--- config.mk ---
export PLATFORM = sky130hd
export DESIGN_NAME = fifo_flags
export DESIGN_NICKNAME = d
export VERILOG_FILES = /design/src/rtl/fifo_pkg.sv /design/src/rtl/fifo_mem.sv /design/src/rtl/fifo_flags.sv
export SDC_FILE = /design/constraint.sdc
export NUM_CORES = 1
export LEC_CHECK = 0
export CAP_MARGIN = 20
export CORE_UTILIZATION = 49
export CTS_CLUSTER_DIAMETER = 40
export DETAILED_ROUTE_END_ITERATION = 16
export GPL_ROUTABILITY_DRIVEN = 0
export PLACE_DENSITY = 0.64
export SYNTH_ARGS = -nofsm -noshare
export SYNTH_HDL_FRONTEND = slang
export SYNTH_SLANG_ARGS = --single-unit
export TNS_END_PERCENT = 5
--- constraint.sdc ---
create_clock -name clk -period 8.37 [get_ports clk]
set_clock_uncertainty 0.1 [all_clocks]
set_input_delay 1.674 -clock clk [delete_from_list [all_inputs] [get_ports clk]]
set_output_delay 1.674 -clock clk [all_outputs]
set_load 0.1 [all_outputs]
--- src/rtl/fifo_pkg.sv ---
// Shared definitions for the FIFO family.
// Provides a constant clog2 helper for sizing pointers and the read-mode
// constants used to select standard or first-word-fall-through behaviour.
package fifo_pkg;

    localparam int FIFO_MODE_STD  = 0;
    localparam int FIFO_MODE_FWFT = 1;

    // Smallest n with 2**n >= value; usable in parameter expressions.
    function automatic int clog2(input int value);
        int result;
        result = 0;
        while ((1 << result) < value) begin
            result = result + 1;
        end
        return result;
    endfunction

endpackage

--- src/rtl/fifo_mem.sv ---
// DEPTH x WIDTH storage array for the FIFO family.
// Ports:
//   clk    - write clock
//   we_en  - write enable, stores wdata at waddr on the rising edge
//   waddr  - write address
//   wdata  - write data
//   raddr  - read address
//   rdata  - asynchronous read data, mem[raddr]
module fifo_mem #(
    parameter int WIDTH = 8,
    parameter int DEPTH = 16,
    parameter int AW    = 4
) (
    input  logic             clk,
    input  logic             we_en,
    input  logic [AW-1:0]    waddr,
    input  logic [WIDTH-1:0] wdata,
    input  logic [AW-1:0]    raddr,
    output logic [WIDTH-1:0] rdata
);

    logic [WIDTH-1:0] r_mem [DEPTH];

    // Contents are never reset; the pointers decide what is valid.
    always_ff @(posedge clk) begin
        if (we_en) begin
            r_mem[waddr] <= wdata;
        end
    end

    assign rdata = r_mem[raddr];

endmodule

--- src/rtl/fifo_flags.sv ---
// Parametrised single-clock FIFO with occupancy count, programmable
// almost-full/almost-empty thresholds, overflow/underflow error pulses and
// a selectable first-word-fall-through read mode.
// Ports:
//   clk          - clock, all state updates on the rising edge
//   rst          - synchronous active-high reset
//   we / d_in    - write request and write data
//   re           - read request
//   d_out        - read data (registered in standard mode, combinational
//                  head-of-queue in FWFT mode)
//   fifoempty    - count == 0
//   fifofull     - count == DEPTH
//   almost_full  - count >= AFULL_TH
//   almost_empty - count <= AEMPTY_TH
//   count        - occupancy 0..DEPTH
//   overflow     - one-cycle pulse after a rejected write
//   underflow    - one-cycle pulse after a rejected read
module fifo_flags
    import fifo_pkg::*;
#(
    parameter int WIDTH     = 8,
    parameter int DEPTH     = 16,
    parameter int AFULL_TH  = DEPTH - 2,
    parameter int AEMPTY_TH = 2,
    parameter int FWFT      = FIFO_MODE_STD,
    localparam int AW       = clog2(DEPTH)
) (
    input  logic             clk,
    input  logic             rst,
    input  logic             we,
    input  logic             re,
    input  logic [WIDTH-1:0] d_in,
    output logic [WIDTH-1:0] d_out,
    output logic             fifoempty,
    output logic             fifofull,
    output logic             almost_full,
    output logic             almost_empty,
    output logic [AW:0]      count,
    output logic             overflow,
    output logic             underflow
);

    localparam logic [AW:0] DEPTH_C  = (AW+1)'(DEPTH);
    localparam logic [AW:0] AFULL_C  = (AW+1)'(AFULL_TH);
    localparam logic [AW:0] AEMPTY_C = (AW+1)'(AEMPTY_TH);

    // Refuse to build with a geometry or thresholds the flag logic cannot honour.
    if ((DEPTH < 4) || ((DEPTH & (DEPTH - 1)) != 0)) begin : gen_badDepth
        $error("fifo_flags: DEPTH must be a power of two and at least 4");
    end
    if ((AFULL_TH < 1) || (AFULL_TH > DEPTH)) begin : gen_badAfull
        $error("fifo_flags: AFULL_TH must be within 1..DEPTH");
    end
    if ((AEMPTY_TH < 0) || (AEMPTY_TH > DEPTH - 1)) begin : gen_badAempty
        $error("fifo_flags: AEMPTY_TH must be within 0..DEPTH-1");
    end
    if (WIDTH < 1) begin : gen_badWidth
        $error("fifo_flags: WIDTH must be at least 1");
    end

    logic [AW-1:0]    r_wp;
    logic [AW-1:0]    r_rp;
    logic [AW:0]      r_count;
    logic             r_empty;
    logic             r_full;
    logic             r_almostFull;
    logic             r_almostEmpty;
    logic             r_overflow;
    logic             r_underflow;

    logic             w_rdOk;
    logic             w_wrOk;
    logic [AW:0]      w_countNext;
    logic [WIDTH-1:0] w_rdata;

    // A write into a full FIFO is legal only when a read frees a slot in
    // the same cycle; a read from an empty FIFO is never legal, so an
    // empty FIFO with both requests takes the write and rejects the read.
    assign w_rdOk = re & ~r_empty;
    assign w_wrOk = we & (~r_full | w_rdOk);

    always_comb begin
        w_countNext = r_count;
        case ({w_wrOk, w_rdOk})
            2'b10:   w_countNext = r_count + (AW+1)'(1);
            2'b01:   w_countNext = r_count - (AW+1)'(1);
            default: w_countNext = r_count;
        endcase
    end

    // Flags are registered from the next count so they line up with count
    // itself, one edge after the request cycle.
    always_ff @(posedge clk) begin
        if (rst) begin
            r_wp          <= '0;
            r_rp          <= '0;
            r_count       <= '0;
            r_empty       <= 1'b1;
            r_full        <= 1'b0;
            r_almostFull  <= ((AW+1)'(0) >= AFULL_C);
            r_almostEmpty <= 1'b1;
            r_overflow    <= 1'b0;
            r_underflow   <= 1'b0;
        end else begin
            if (w_wrOk) begin
                r_wp <= r_wp + AW'(1);
            end
            if (w_rdOk) begin
                r_rp <= r_rp + AW'(1);
            end
            r_count       <= w_countNext;
            r_empty       <= (w_countNext == '0);
            r_full        <= (w_countNext == DEPTH_C);
            r_almostFull  <= (w_countNext >= AFULL_C);
            r_almostEmpty <= (w_countNext <= AEMPTY_C);
            r_overflow    <= we & ~w_wrOk;
            r_underflow   <= re & ~w_rdOk;
        end
    end

    fifo_mem #(
        .WIDTH (WIDTH),
        .DEPTH (DEPTH),
        .AW    (AW)
    ) u_mem (
        .clk   (clk),
        .we_en (w_wrOk & ~rst),
        .waddr (r_wp),
        .wdata (d_in),
        .raddr (r_rp),
        .rdata (w_rdata)
    );

    // FWFT presents the head entry directly; standard mode captures it on
    // each accepted read and otherwise holds the last value.
    if (FWFT == FIFO_MODE_FWFT) begin : gen_fwft
        assign d_out = w_rdata;
    end else begin : gen_std
        logic [WIDTH-1:0] r_dout;

        always_ff @(posedge clk) begin
            if (rst) begin
                r_dout <= '0;
            end else if (w_rdOk) begin
                r_dout <= w_rdata;
            end
        end

        assign d_out = r_dout;
    end

    assign fifoempty    = r_empty;
    assign fifofull     = r_full;
    assign almost_full  = r_almostFull;
    assign almost_empty = r_almostEmpty;
    assign count        = r_count;
    assign overflow     = r_overflow;
    assign underflow    = r_underflow;

endmodule

==> impl_metrics.csv, run 1 <==
group,metric,value,unit
yosys,synth_enable_flop_cells,128,
setup_path,slowest_stage,"nand2b_1",
sta,finalSetupTns,0,ns
hold_path,hold_class,"reg -> reg",
yosys,synth.lib_cells_used.distinct,42,
final_layout,sequential_standard_cell_area,0.00439,mm2
cts,tritoncts,"yes",
cts,cts_buffers,17,
yosys,net_count_of_the_mapped_netlist,377,
cts,cts.clk_slew.worst_paths,0.06,ns
setup_path,timing_worst_setup_path_type,"in -> reg",
yosys,synth_async_sr_flop_share,0,%
setup_path,crit_family,"simple AND/OR/NAND/NOR gates",
setup_path,crit_buf_inv,1,
sta,worst_pin_slew,0.986,ns
routing,drcViolationCount,0,
routing,drt_first_iter_violations,273,
setup_path,cp_data_arrival_time,4.72,ns
cts,cts_h_tree_lvls,4,
placed_design,place.detailed.hpwl,7.53,mm
routing,postRouteAntennaNets,0,
final_layout,multi_input_gate_area,0.00166,mm2
final_layout,layout-drive-gt1-share,12.9,%
yosys,postSynthCellCount,357,
grt,global_route_congestion_overflow_total,0,
cts,cts-root-buf,"clkbuf_16",
cts,cts_resized,0,
final_layout,final_core_utilization,59.4,%
setup_path,chain_of_cells_forming_the_critical_path,"clkdlybuf4s50_1 > nand2b_1 > nand2_1 > nand2_1 > ha_1 > xor2_1 > ha_1 > a21oi_1 > nor2b_1 > o211ai_1 > xor2_1 > o32ai_1",
yosys,synth_area_leader_cell,"edfxtp_1",
sta,hold_viol,0,
setup_path,worst_setup_path_end_kind,"register",
routing,drtPass1Iterations,6,
yosys,synth_top_flop_cell,"edfxtp_1",
sta,hold_slack,0.351,ns
status,status,"complete, no violations",
yosys,synth-seq-area-share,70.9,%
sta,final_setup_violation_count,0,
sta,max_clock_freq,219,MHz
final_layout,antenna_cells,0,
yosys,ys_top_cells_by_area,"edfxtp_1 62%, dfxtp_1 8.7%, mux4_1 7.7%",
routing,detailroute.via_count,3228,
sta,fin_crit_sh,54.6,%
grt,first_pass_grt_wire_length,18.3,mm
job,timing.max_cap.violations,0,
floorplan,fp.dieH,114,um
sta,min_period,4.57,ns
placed_design,port_buffers,30,
setup_path,path_max_fanout,20,
setup_path,cp_slowest_stage_delay,0.51,ns
power,total_leakage_power,2.37,nW
floorplan,fp.coreArea,0.0122,mm2
grt,antenna_found_initial,0,
yosys,synthesis.area_per_instance,17.3,um2
grt,grt_pass1_vias,3216,
floorplan,rows,40,
floorplan,die_area,0.0131,mm2
grt,grt_max_degree,36,
grt,global_route.usage.total,20.1,%
final_layout,num-nets-final,411,
routing,route.detailed.wl_per_inst,21.0,um
floorplan,floorplan.initialDensity,50.8,%
routing,dr_vias_cell,5.64,
power,cellPowerDensity,280,mW/mm2
yosys,netlist.area_leader.share,62.2,%
setup_path,critPathLaunchType,"primary input",
final_layout,area.growth.synth_to_final,16.8,%
setup_path,worst_path_required_time,8.52,ns
cts,clock-sinks,155,
sta,grt_setup_unrepaired,"no",
yosys,synth.yosys.warnings,0,
cts,post-cts-setup-buffer-count,0,
cts,cts_buffer_depth,2,
yosys,synth.cell_area,0.00618,mm2
power,max-vdd-ir-drop,0.126,mV
sta,report.final.slew_viol_count,0,
yosys,ys_seq_elements,155,
sta,worst_max_slew_margin_expressed_relative_to_the_limit,34.0,%
floorplan,fp.dieW,114,um
cts,clk-insertion-delay-late,0.43,ns
floorplan,io-pin-count,31,
cts,cts-hold-fix-buffers,0,
final_layout,final.fill_count,939,
routing,wirelength,12.0,mm
cell usage in the layout, fill, tap and decap left out, types with 3 or more instances in the layout:
cell type and instances:
edfxtp_1 128, nor2_1 35, clkdlybuf4s50_1 30, dfxtp_1 26, a21oi_1 23, mux4_1 18
clkbuf_16 17, a22oi_1 16, nand2_1 14, mux4_2 14, ha_1 8, xor2_1 6
buf_4 6, nand2b_1 5, inv_1 5, nor3_1 5, clkinv_2 5, nor2b_1 4
xnor2_1 4, bufinv_16 4, nand3_1 3, clkinv_1 3
through the flow:
| step | area, um2 | power [mW] | worst slack [ns] | cells |
|---|---|---|---|---|
| 3_3_place_gp | 6620 | 1.25 | 3.56 | 540 |
| 6_report | 7220 | 2.02 | 3.80 | 572 |
| 4_1_cts | 7220 | 2.03 | 3.84 | 572 |
| 5_1_grt | 7220 | 2.08 | 3.48 | 572 |
| 2_1_floorplan | 6180 | 1.18 | 4.54 | 357 |
| 3_5_place_dp | 6620 | 1.26 | 3.43 | 540 |
power by group:
group	switching [mW]	internal, mW
Clock	0.289	0.492
Sequential	0.0198	0.859
Combinational	0.236	0.123
metal layers:
layer,GRT usage [%],wire (um),part of all wire (%),vias to the layer above
met1,27.6,5180,43,1621
met3,4.29,964,8.0,12
met4,9.61,150,1.2,0
met2,30.9,5740,48,113
met5,0,0,0,-
li1,-,-,-,1482
path summary, 6_finish.rpt:
kind	start	to	slack [ns]	cells after the start
worst max register to register	fifoempty	almost_full	5.06	11
worst max-delay path	re	almost_full	3.80	12
worst min-delay path	fifoempty	underflow	0.35	2
worst min register to register	fifoempty	underflow	0.35	2
layout make-up:
class,instances,area share [%]
flip-flops and latches,155,60.7
multi-input cells,176,22.9
clock buffers,17,5.89
repair buffers,36,4.78
well taps,168,2.91
clock inverters,15,2.50
inverters,5,0.260
Yosys cell counts, types with 2 or more instances:
cell type	instances
xor2_1	6
buf_6	2
nor3_1	5
edfxtp_1	128
a21oi_1	23
mux4_1	18
nand2b_1	5
xnor2_1	4
dfxtp_1	27
nand3_1	3
clkbuf_2	3
mux4_2	14
buf_1	3
nor2_1	35
nand2_1	14
clkbuf_1	7
o21ai_0	2
nor2b_1	4
a22oi_1	16
buf_2	4
ha_1	8
a31oi_1	2
inv_1	5
cell families after synthesis:
| group | after synthesis | synth area share (%) |
|---|---|---|
| and+or+nand+nor | 71 | 5.14 |
| xor gates and xnor gates | 10 | 1.42 |
| DFF | 155 | 70.9 |
| buffers and inverters | 26 | 2.29 |
| adders and majority gates | 8 | 1.62 |
| AOI/OAI and AO/OA | 54 | 5.69 |
| muxes | 33 | 12.9 |
state kept, by name (all words and copies together), names as in the netlist:
name,count
d_out,8
almost_full,1
almost_empty,1
r_wp,4
overflow,1
underflow,1
fifoempty,1
r_rp,4
fifofull,1
count,5
u_mem.r_mem,128
tightest hold or removal path, cell delays in order (launching register included):
cell and delay (ns):
dfxtp_1 0.32, nand2_1 0.06, nor2_1 0.03
(Power assumes the default switching activity.)
==> run 2: changes to the inputs <==
--- a/config.mk
+++ b/config.mk
@@ -10,7 +10,7 @@
 export CTS_CLUSTER_DIAMETER = 40
 export DETAILED_ROUTE_END_ITERATION = 16
 export GPL_ROUTABILITY_DRIVEN = 0
-export PLACE_DENSITY = 0.64
+export PLACE_DENSITY = 0.67
 export SYNTH_ARGS = -nofsm -noshare
 export SYNTH_HDL_FRONTEND = slang
 export SYNTH_SLANG_ARGS = --single-unit
==> constraint.sdc (replaced) <==
create_clock -name clk -period 4.15 [get_ports clk]
set_clock_uncertainty 0.1 [all_clocks]
set_input_delay 0.83 -clock clk [delete_from_list [all_inputs] [get_ports clk]]
set_output_delay 0.83 -clock clk [all_outputs]
set_load 0.1 [all_outputs]
==> run 2 against run 1 <==
Die area unchanged. Critical path depth unchanged. Sequential power up 110%. Critical endpoint is now fifoempty. Largest power group unchanged. Utilization up 0.62 points. Via count up 0.53%.
==> impl_metrics.csv, run 2 (synthesis gave the netlist of run 1 again) <==
group,metric,value,unit
final_layout,largest_register_ffs,128,
setup_path,r2r-start,"fifoempty",
final_layout,final.fill_count,918,
sta,final_setup_violation_count,0,
placed_design,place.detailed.hpwl,7.25,mm
floorplan,rows,40,
cts,cts_h_tree_lvls,4,
power,netSwitchingFraction,27.9,%
routing,dr_vias_cell,5.54,
setup_path,critPathLaunchType,"primary input",
final_layout,area.growth.synth_to_final,18.0,%
sta,report.final.slew_viol_count,0,
sta,min_period,3.48,ns
floorplan,fp.coreArea,0.0122,mm2
final_layout,antenna_cells,0,
routing,postRouteAntennaNets,0,
grt,global_route_congestion_overflow_total,0,
routing,drt_first_iter_violations,322,
hold_path,hold_class,"reg -> reg",
routing,drcViolationCount,0,
cts,post-cts-setup-buffer-count,0,
setup_path,cp_slowest_stage_delay,0.43,ns
setup_path,critical_path.startpoint,"re",
power,max-vdd-ir-drop,0.313,mV
setup_path,crit_buf_inv,3,
cts,cts_resized,0,
grt,first_pass_grt_wire_length,18.4,mm
hold_path,hp-start,"fifoempty",
grt,grt_pass1_vias,3279,
setup_path,timing_worst_setup_path_type,"in -> reg",
grt,grt_max_degree,36,
power,power_frac_clock,37.5,%
status,status,"complete, no violations",
sta,worst_pin_slew,0.980,ns
setup_path,crit_family,"compound AO/OA/AOI/OAI gates",
power,switching_power,1.11,mW
cts,cts-root-buf,"clkbuf_16",
final_layout,layout.cells.most_common,"edfxtp_1",
job,timing.max_cap.violations,0,
final_layout,layout-drive-gt1-share,16.0,%
floorplan,io-pin-count,31,
sta,hold_viol,0,
cts,cts_buffer_depth,2,
sta,hold_slack,0.354,ns
cts,cts_buffers,17,
sta,finalSetupTns,0,ns
setup_path,worst_setup_path_end_kind,"register",
power,comb_power_share,17.2,%
setup_path,worst_path_required_time,4.37,ns
final_layout,registers.top_by_ff_count,"u_mem.r_mem",
floorplan,die_area,0.0131,mm2
grt,antenna_found_initial,0,
sta,grt_setup_unrepaired,"no",
routing,route.detailed.wl_per_inst,20.3,um
setup_path,chain_of_cells_forming_the_critical_path,"clkdlybuf4s50_1 > nand2b_1 > buf_4 > inv_1 > ha_1 > xor2_1 > ha_1 > a21oi_1 > nor2b_1 > o41ai_1 > o21ba_2 > a31o_2",
routing,detailroute.via_count,3245,
cts,tritoncts,"yes",
power,pwr-share-seq,45.3,%
sta,worst_max_slew_margin_expressed_relative_to_the_limit,34.4,%
cts,cts-hold-fix-buffers,0,
cts,clock-sinks,155,
sta,max_clock_freq,288,MHz
final_layout,top_library_cells_by_usage_in_the_layout_fill_and_taps_aside,"128 x edfxtp_1, 35 x nor2_1, 30 x clkdlybuf4s50_1",
grt,global_route.usage.total,20.3,%
setup_path,path_max_fanout,19,
power,cellPowerDensity,546,mW/mm2
placed_design,port_buffers,30,
floorplan,fp.dieW,114,um
setup_path,slowest_stage,"clkdlybuf4s50_1",
routing,drtPass1Iterations,5,
power,total_leakage_power,2.43,nW
floorplan,fp.dieH,114,um
sta,fin_crit_sh,83.8,%
cts,clk-insertion-delay-late,0.42,ns
cts,cts.clk_slew.worst_paths,0.06,ns
setup_path,cp_data_arrival_time,3.69,ns
routing,wirelength,11.9,mm
power,p_int,2.87,mW
final_layout,num-nets-final,425,
floorplan,floorplan.initialDensity,50.8,%
setup_path,crit_path_frequent_cell,"ha_1",
run 2: layout make-up:
class | instances | area, um2 | share of cell area, %
Sequential cell | 155 | 4390 | 60.1
Tap cell | 168 | 210 | 2.88
Multi-Input combinational cell | 176 | 1660 | 22.7
Timing Repair Buffer | 50 | 450 | 6.17
Inverter | 5 | 18.8 | 0.257
Clock inverter | 14 | 146 | 2.01
Clock buffer | 18 | 429 | 5.88
run 2: per-stage QoR:
step	std cells	cell area, um2	setup WS [ns]	power, mW	util (%)
floorplan	357	6180	0.903	2.37	-
global placement	554	6720	0.560	2.51	55.3
detailed placement	554	6720	0.369	2.52	55.3
CTS	586	7300	0.788	4.02	60.0
global route	586	7300	0.531	4.13	60.0
finish	586	7300	0.673	3.99	60.0
run 2: worst paths after layout:
path | to | slack, ns | depth (start not counted)
hold reg to reg | underflow | 0.35 | 2
hold / removal | underflow | 0.35 | 2
setup / recovery | fifoempty | 0.67 | 12
setup reg to reg | fifoempty | 1.13 | 11
run 2: routing by layer:
metal	global-route usage [%]	wire length, um
met1	25.6	5070
met5	0	0
met3	5.88	614
met2	32.7	5950
met4	9.00	234
run 2: power groups by stage:
stage / logic, mW / registers [mW] / clock network (mW)
4_1_cts: 0.688 / 1.81 / 1.52
2_1_floorplan: 0.348 / 2.03 / 0
6_report: 0.685 / 1.81 / 1.49
5_1_grt: 0.730 / 1.82 / 1.58
3_5_place_dp: 0.683 / 1.84 / 0
3_3_place_gp: 0.674 / 1.84 / 0
run 2: worst min-delay path: stages, from the launching register on:
cell     delay (ns)
dfxtp_1        0.32
nand2_1        0.06
nor2_1         0.03
==> run 3: changes to the inputs <==
--- a/config.mk
+++ b/config.mk
@@ -10,7 +10,7 @@
 export CTS_CLUSTER_DIAMETER = 40
 export DETAILED_ROUTE_END_ITERATION = 16
 export GPL_ROUTABILITY_DRIVEN = 0
-export PLACE_DENSITY = 0.67
+export PLACE_DENSITY = 0.64
 export SYNTH_ARGS = -nofsm -noshare
 export SYNTH_HDL_FRONTEND = slang
 export SYNTH_SLANG_ARGS = --single-unit
==> constraint.sdc (replaced) <==
create_clock -name clk -period 3.6 [get_ports clk]
set_clock_uncertainty 0.1 [all_clocks]
set_input_delay 0.72 -clock clk [delete_from_list [all_inputs] [get_ports clk]]
set_output_delay 0.72 -clock clk [all_outputs]
set_load 0.1 [all_outputs]
==> run 3 against run 2 <==
Utilization is 0.40 points higher. Global-route usage increased by 0.37 points. Final area up 0.67%. Combinational power rose by 20%. Sequential power grew 14%. First-iteration DRC count down 16%. Register-to-register slack worse by 0.18 ns. Sequential share of layout area fell by 0.40 points. Non-clock buffer count is 2 higher. Routed wire length up 1.1%. Sequential cell count is the same. Die area unchanged. Largest cell class unchanged. Largest power group unchanged.
==> impl_metrics.csv, run 3 (synthesis gave the netlist of run 1 again) <==
group,metric,value,unit
setup_path,slowest_stage,"clkdlybuf4s50_1",
routing,dr_vias_cell,5.58,
grt,grt_pass1_vias,3279,
routing,drcViolationCount,0,
sta,grt_setup_unrepaired,"no",
setup_path,rrSetupSlack,0.95,ns
hold_path,min_delay_path_depth,2,
placed_design,placed_cells_incl_taps,556,
sta,final_setup_violation_count,0,
setup_path,r2r-end,"almost_full",
final_layout,multi_input_gate_area,0.00166,mm2
hold_path,whs_endpoint,"underflow",
setup_path,timing_worst_setup_path_type,"in -> reg",
cts,post-cts-setup-buffer-count,0,
final_layout,top_library_cells_by_usage_in_the_layout_fill_and_taps_aside,"128 x edfxtp_1, 35 x nor2_1, 26 x dfxtp_1, 26 x clkdlybuf4s50_1, 25 x buf_4",
floorplan,die_area,0.0131,mm2
setup_path,chain_of_cells_forming_the_critical_path,"clkdlybuf4s50_1 > nand2b_1 > nand2_1 > nand2_1 > ha_1 > xor2_1 > ha_1 > a21oi_1 > nor2b_1 > o211ai_1 > xor2_1 > o32ai_1",
sta,worst_pin_slew,0.982,ns
final_layout,area.growth.synth_to_final,18.8,%
setup_path,logic_depth_of_the_worst_register_to_register_path,11,
sta,min_period,3.03,ns
cts,cts_resized,0,
final_layout,largest_register_ffs,128,
grt,grt_max_degree,36,
routing,wirelength,12.0,mm
final_layout,sequential_standard_cell_area,0.00439,mm2
routing,drtPass1Iterations,4,
power,cellPowerDensity,642,mW/mm2
routing,detailroute.via_count,3280,
cts,cts.clk_slew.worst_paths,0.06,ns
cts,clock-sinks,155,
grt,global_route.usage.total,20.6,%
cts,cts_h_tree_lvls,4,
grt,antenna_found_initial,0,
sta,hold_viol,0,
cts,cts_buffer_depth,2,
cts,cts-root-buf,"clkbuf_16",
final_layout,final_core_utilization,60.4,%
setup_path,worst_setup_path_end_kind,"register",
final_layout,layout.cells.non_filler,588,
setup_path,critPathLaunchType,"primary input",
setup_path,cp_data_arrival_time,3.21,ns
routing,postRouteAntennaNets,0,
cts,cts_buffers,17,
placed_design,port_buffers,30,
sta,fin_crit_sh,84.2,%
routing,drt_first_iter_violations,272,
floorplan,rows,40,
final_layout,layout-drive-gt1-share,17.1,%
hold_path,hold_class,"reg -> reg",
final_layout,num-nets-final,427,
final_layout,registers.top_by_ff_count,"u_mem.r_mem",
placed_design,place.detailed.hpwl,7.57,mm
setup_path,path_max_fanout,8,
power,total_leakage_power,2.45,nW
floorplan,fp.coreArea,0.0122,mm2
grt,first_pass_grt_wire_length,18.6,mm
floorplan,io-pin-count,31,
routing,route.detailed.wl_per_inst,20.4,um
setup_path,r2r-start,"fifoempty",
sta,worst_max_slew_margin_expressed_relative_to_the_limit,34.3,%
job,timing.max_cap.violations,0,
grt,global_route_congestion_overflow_total,0,
cts,clk-insertion-delay-late,0.43,ns
power,max-vdd-ir-drop,0.332,mV
final_layout,layout.cells.most_common,"edfxtp_1",
final_layout,antenna_cells,0,
final_layout,final.fill_count,914,
sta,report.final.slew_viol_count,0,
placed_design,dpl_worst_slack,0.179,ns
cts,tritoncts,"yes",
floorplan,floorplan.initialDensity,50.8,%
floorplan,fp.dieW,114,um
setup_path,cp_slowest_stage_delay,0.48,ns
setup_path,worst_path_required_time,3.78,ns
sta,finalSetupTns,0,ns
status,status,"complete, no violations",
cts,cts-hold-fix-buffers,0,
hold_path,hp-start,"fifoempty",
sta,max_clock_freq,330,MHz
floorplan,fp.dieH,114,um
sta,timing.final.ws_setup,0.570,ns
## run 3: changes by cell type in the layout (fill, tap and decap cells not counted)
cell             before  now
buf_12                0    1
buf_4                20   25
bufinv_16             2    4
clkdlybuf4s50_1      30   26
clkinv_1              1    2
clkinv_4              3    0
clkinvlp_4            1    4
inv_6                 2    0
inv_8                 1    0
## run 3: stage by stage
step | cell area [um2] | power [mW] | hold slack [ns]
6_report | 7340 | 4.72 | 0.352
5_1_grt | 7340 | 4.88 | 0.400
4_1_cts | 7340 | 4.76 | 0.376
3_5_place_dp | 6740 | 2.93 | 0.372
3_3_place_gp | 6740 | 2.92 | 0.362
2_1_floorplan | 6180 | 2.74 | 0.382
## run 3: metal layers
layer / up-vias / global-route usage, % / wire length, um
met5: - / 0 / 0
met4: 0 / 8.05 / 192
met3: 17 / 6.03 / 601
met2: 96 / 32.2 / 5820
met1: 1654 / 27.6 / 5400
li1: 1513 / - / -
## run 3: how the worst max path moves through the flow
stage | startpoint | end | slack (ns) | depth (start not counted)
floorplan | fifoempty | fifoempty | 0.35 | 12
global placement | re | fifoempty | 0.29 | 12
detailed placement | re | almost_full | 0.18 | 12
CTS | re | almost_full | 0.63 | 12
global route | re | almost_full | 0.36 | 12
finish | re | almost_full | 0.57 | 12
## run 3: cell type report
type | instances | share of cell area (%)
repair buffers | 52 | 6.37
flip-flops and latches | 155 | 59.7
multi-input cells | 176 | 22.5
clock buffers | 18 | 5.84
clock inverters | 14 | 2.42
inverters | 5 | 0.256
well taps | 168 | 2.86
## run 3: where the power goes
group	internal, mW	switching [mW]
combinational	0.297	0.522
clock	1.15	0.685
sequential	2.00	0.0681
## run 3: critical path, delay by kind of cell
kind	cells	cell delay, ns
buf+inv	1	0.48
simple gates	4	0.43
fa+ha+maj	2	0.51
xor+xnor	2	0.53
compound gates	3	0.54
==> patch: new RTL, flow settings as in run 3 <==
`WIDTH` is set to 8 in 2 places; all go to 6.
--- a/src/rtl/fifo_mem.sv
+++ b/src/rtl/fifo_mem.sv
@@ -7,7 +7,7 @@
 //   raddr  - read address
 //   rdata  - asynchronous read data, mem[raddr]
 module fifo_mem #(
-    parameter int WIDTH = 8,
+    parameter int WIDTH = 6,
     parameter int DEPTH = 16,
     parameter int AW    = 4
 ) (
--- a/src/rtl/fifo_flags.sv
+++ b/src/rtl/fifo_flags.sv
@@ -18,7 +18,7 @@
 module fifo_flags
     import fifo_pkg::*;
 #(
-    parameter int WIDTH     = 8,
+    parameter int WIDTH     = 6,
     parameter int DEPTH     = 16,
     parameter int AFULL_TH  = DEPTH - 2,
     parameter int AEMPTY_TH = 2,
Ports: changed (resized d_in and d_out); port bits go from 31 to 27. No check against the original RTL was run, so the function may have changed too.
==> patch against run 3 <==
- worst hold slack worse by 0.013 ns
- register-to-register slack worse by 0.02 ns
- total power down 16%
- critical path type unchanged
- first-iteration DRC count down 29%
- die area down 20%
- design area down 19%
- area after synthesis down 20%
- sequential cell count down 34
- routed wire length down 22%
- worst setup slack better by 0.066 ns
==> patch: results (changes against run 3) <==
[detailed_routing]
route.met2.wl_um = 4451  ; -23%
drt_iter0_markers = 193  ; -29%
wl_met3_um = 652  ; +8.5%
via_per_inst = 5.543  ; -0.63%
routedLengthMet1_um = 4109  ; -24%

[finish]
drive_gt1_frac = 0.1690  ; -0.002414
finalNetCount = 360  ; -16%
fill_cells = 746  ; -18%
largest_register_ffs = 96  ; -25%

[global_routing]
grt_pass1_wl_um = 14410  ; -23%
grtUsageMet3 = 0.07729  ; +0.01694
grt_max_degree = 28  ; -22%
grtUsageMet2 = 0.3149  ; -0.007100
grt_usage = 0.1989  ; -0.007549

[outcome]
status = finished, final reports clean

[setup_path]
reg2reg_to = fifoempty$_SDFF_PP1_
r2r_slack_ns = 0.93  ; -0.02 ns

[pwr]
powerDensity_nw_per_um2 = 672.8  ; +4.8%
peakVddDrop_v = 0.0003386  ; +2.0%
p_leak_nw = 2.000  ; -18%

[timing]
relSlewSlack = 0.3477  ; +0.004196
layout_setup_ws_ns = 0.6362  ; +0.06579 ns
fin_worst_hold_slack_ns = 0.3388  ; -0.01287 ns
fin_crit_sh = 0.8233  ; -0.01828

[synth]
netlist_instances = 301  ; -16%
synthTopCellsByCount = edfxtp_1, nor2_1, dfxtp_1
yosysSeqAreaShare = 0.6854  ; -0.02389
yosys.cell_types.count = 43  ; +2.4%

[clocking]
clk_latency_ns = 0.51  ; +0.08 ns
clk_root_buffer_cell = clkbuf_8

[placement]
io_buffers = 26  ; -13%
dpl.hpwl_um = 5913  ; -22%

[patch: cell count changes after synthesis, sizes merged, moves of 3 or more]
| cell | change |
|---|---|
| edfxtp | -32 |
| mux4 | -8 |
| a21oi | -4 |
| a22oi | -4 |
| clkbuf | -3 |
[patch: cell type report]
type	instances	area share
multi-input cells	158	0.2404
well taps	133	0.02814
repair buffers	39	0.05882
clock inverters	13	0.02603
flip-flops and latches	121	0.5722
clock buffers	19	0.07131
inverters	5	0.003174
[patch: power breakdown]
group          internal (mW)  switching (mW)
logic                  0.254           0.483
registers               1.56          0.0445
clock network           1.05           0.590
[patch: cells by family (layout without fill, tap and decap cells)]
logic type,Yosys count,after routing,share of synthesized area
simple gates,69,69,0.06286
compound gates,46,46,0.06338
xor+xnor,10,10,0.01927
buf+inv,22,76,0.02661
fa+ha+maj,8,8,0.02028
mux,25,25,0.1222
flops,121,121,0.6854
[patch: worst min-delay path: stages, from the launching register on]
cell and delay, ns:
dfxtp_1 0.31, nand2_1 0.05, nor2_1 0.03
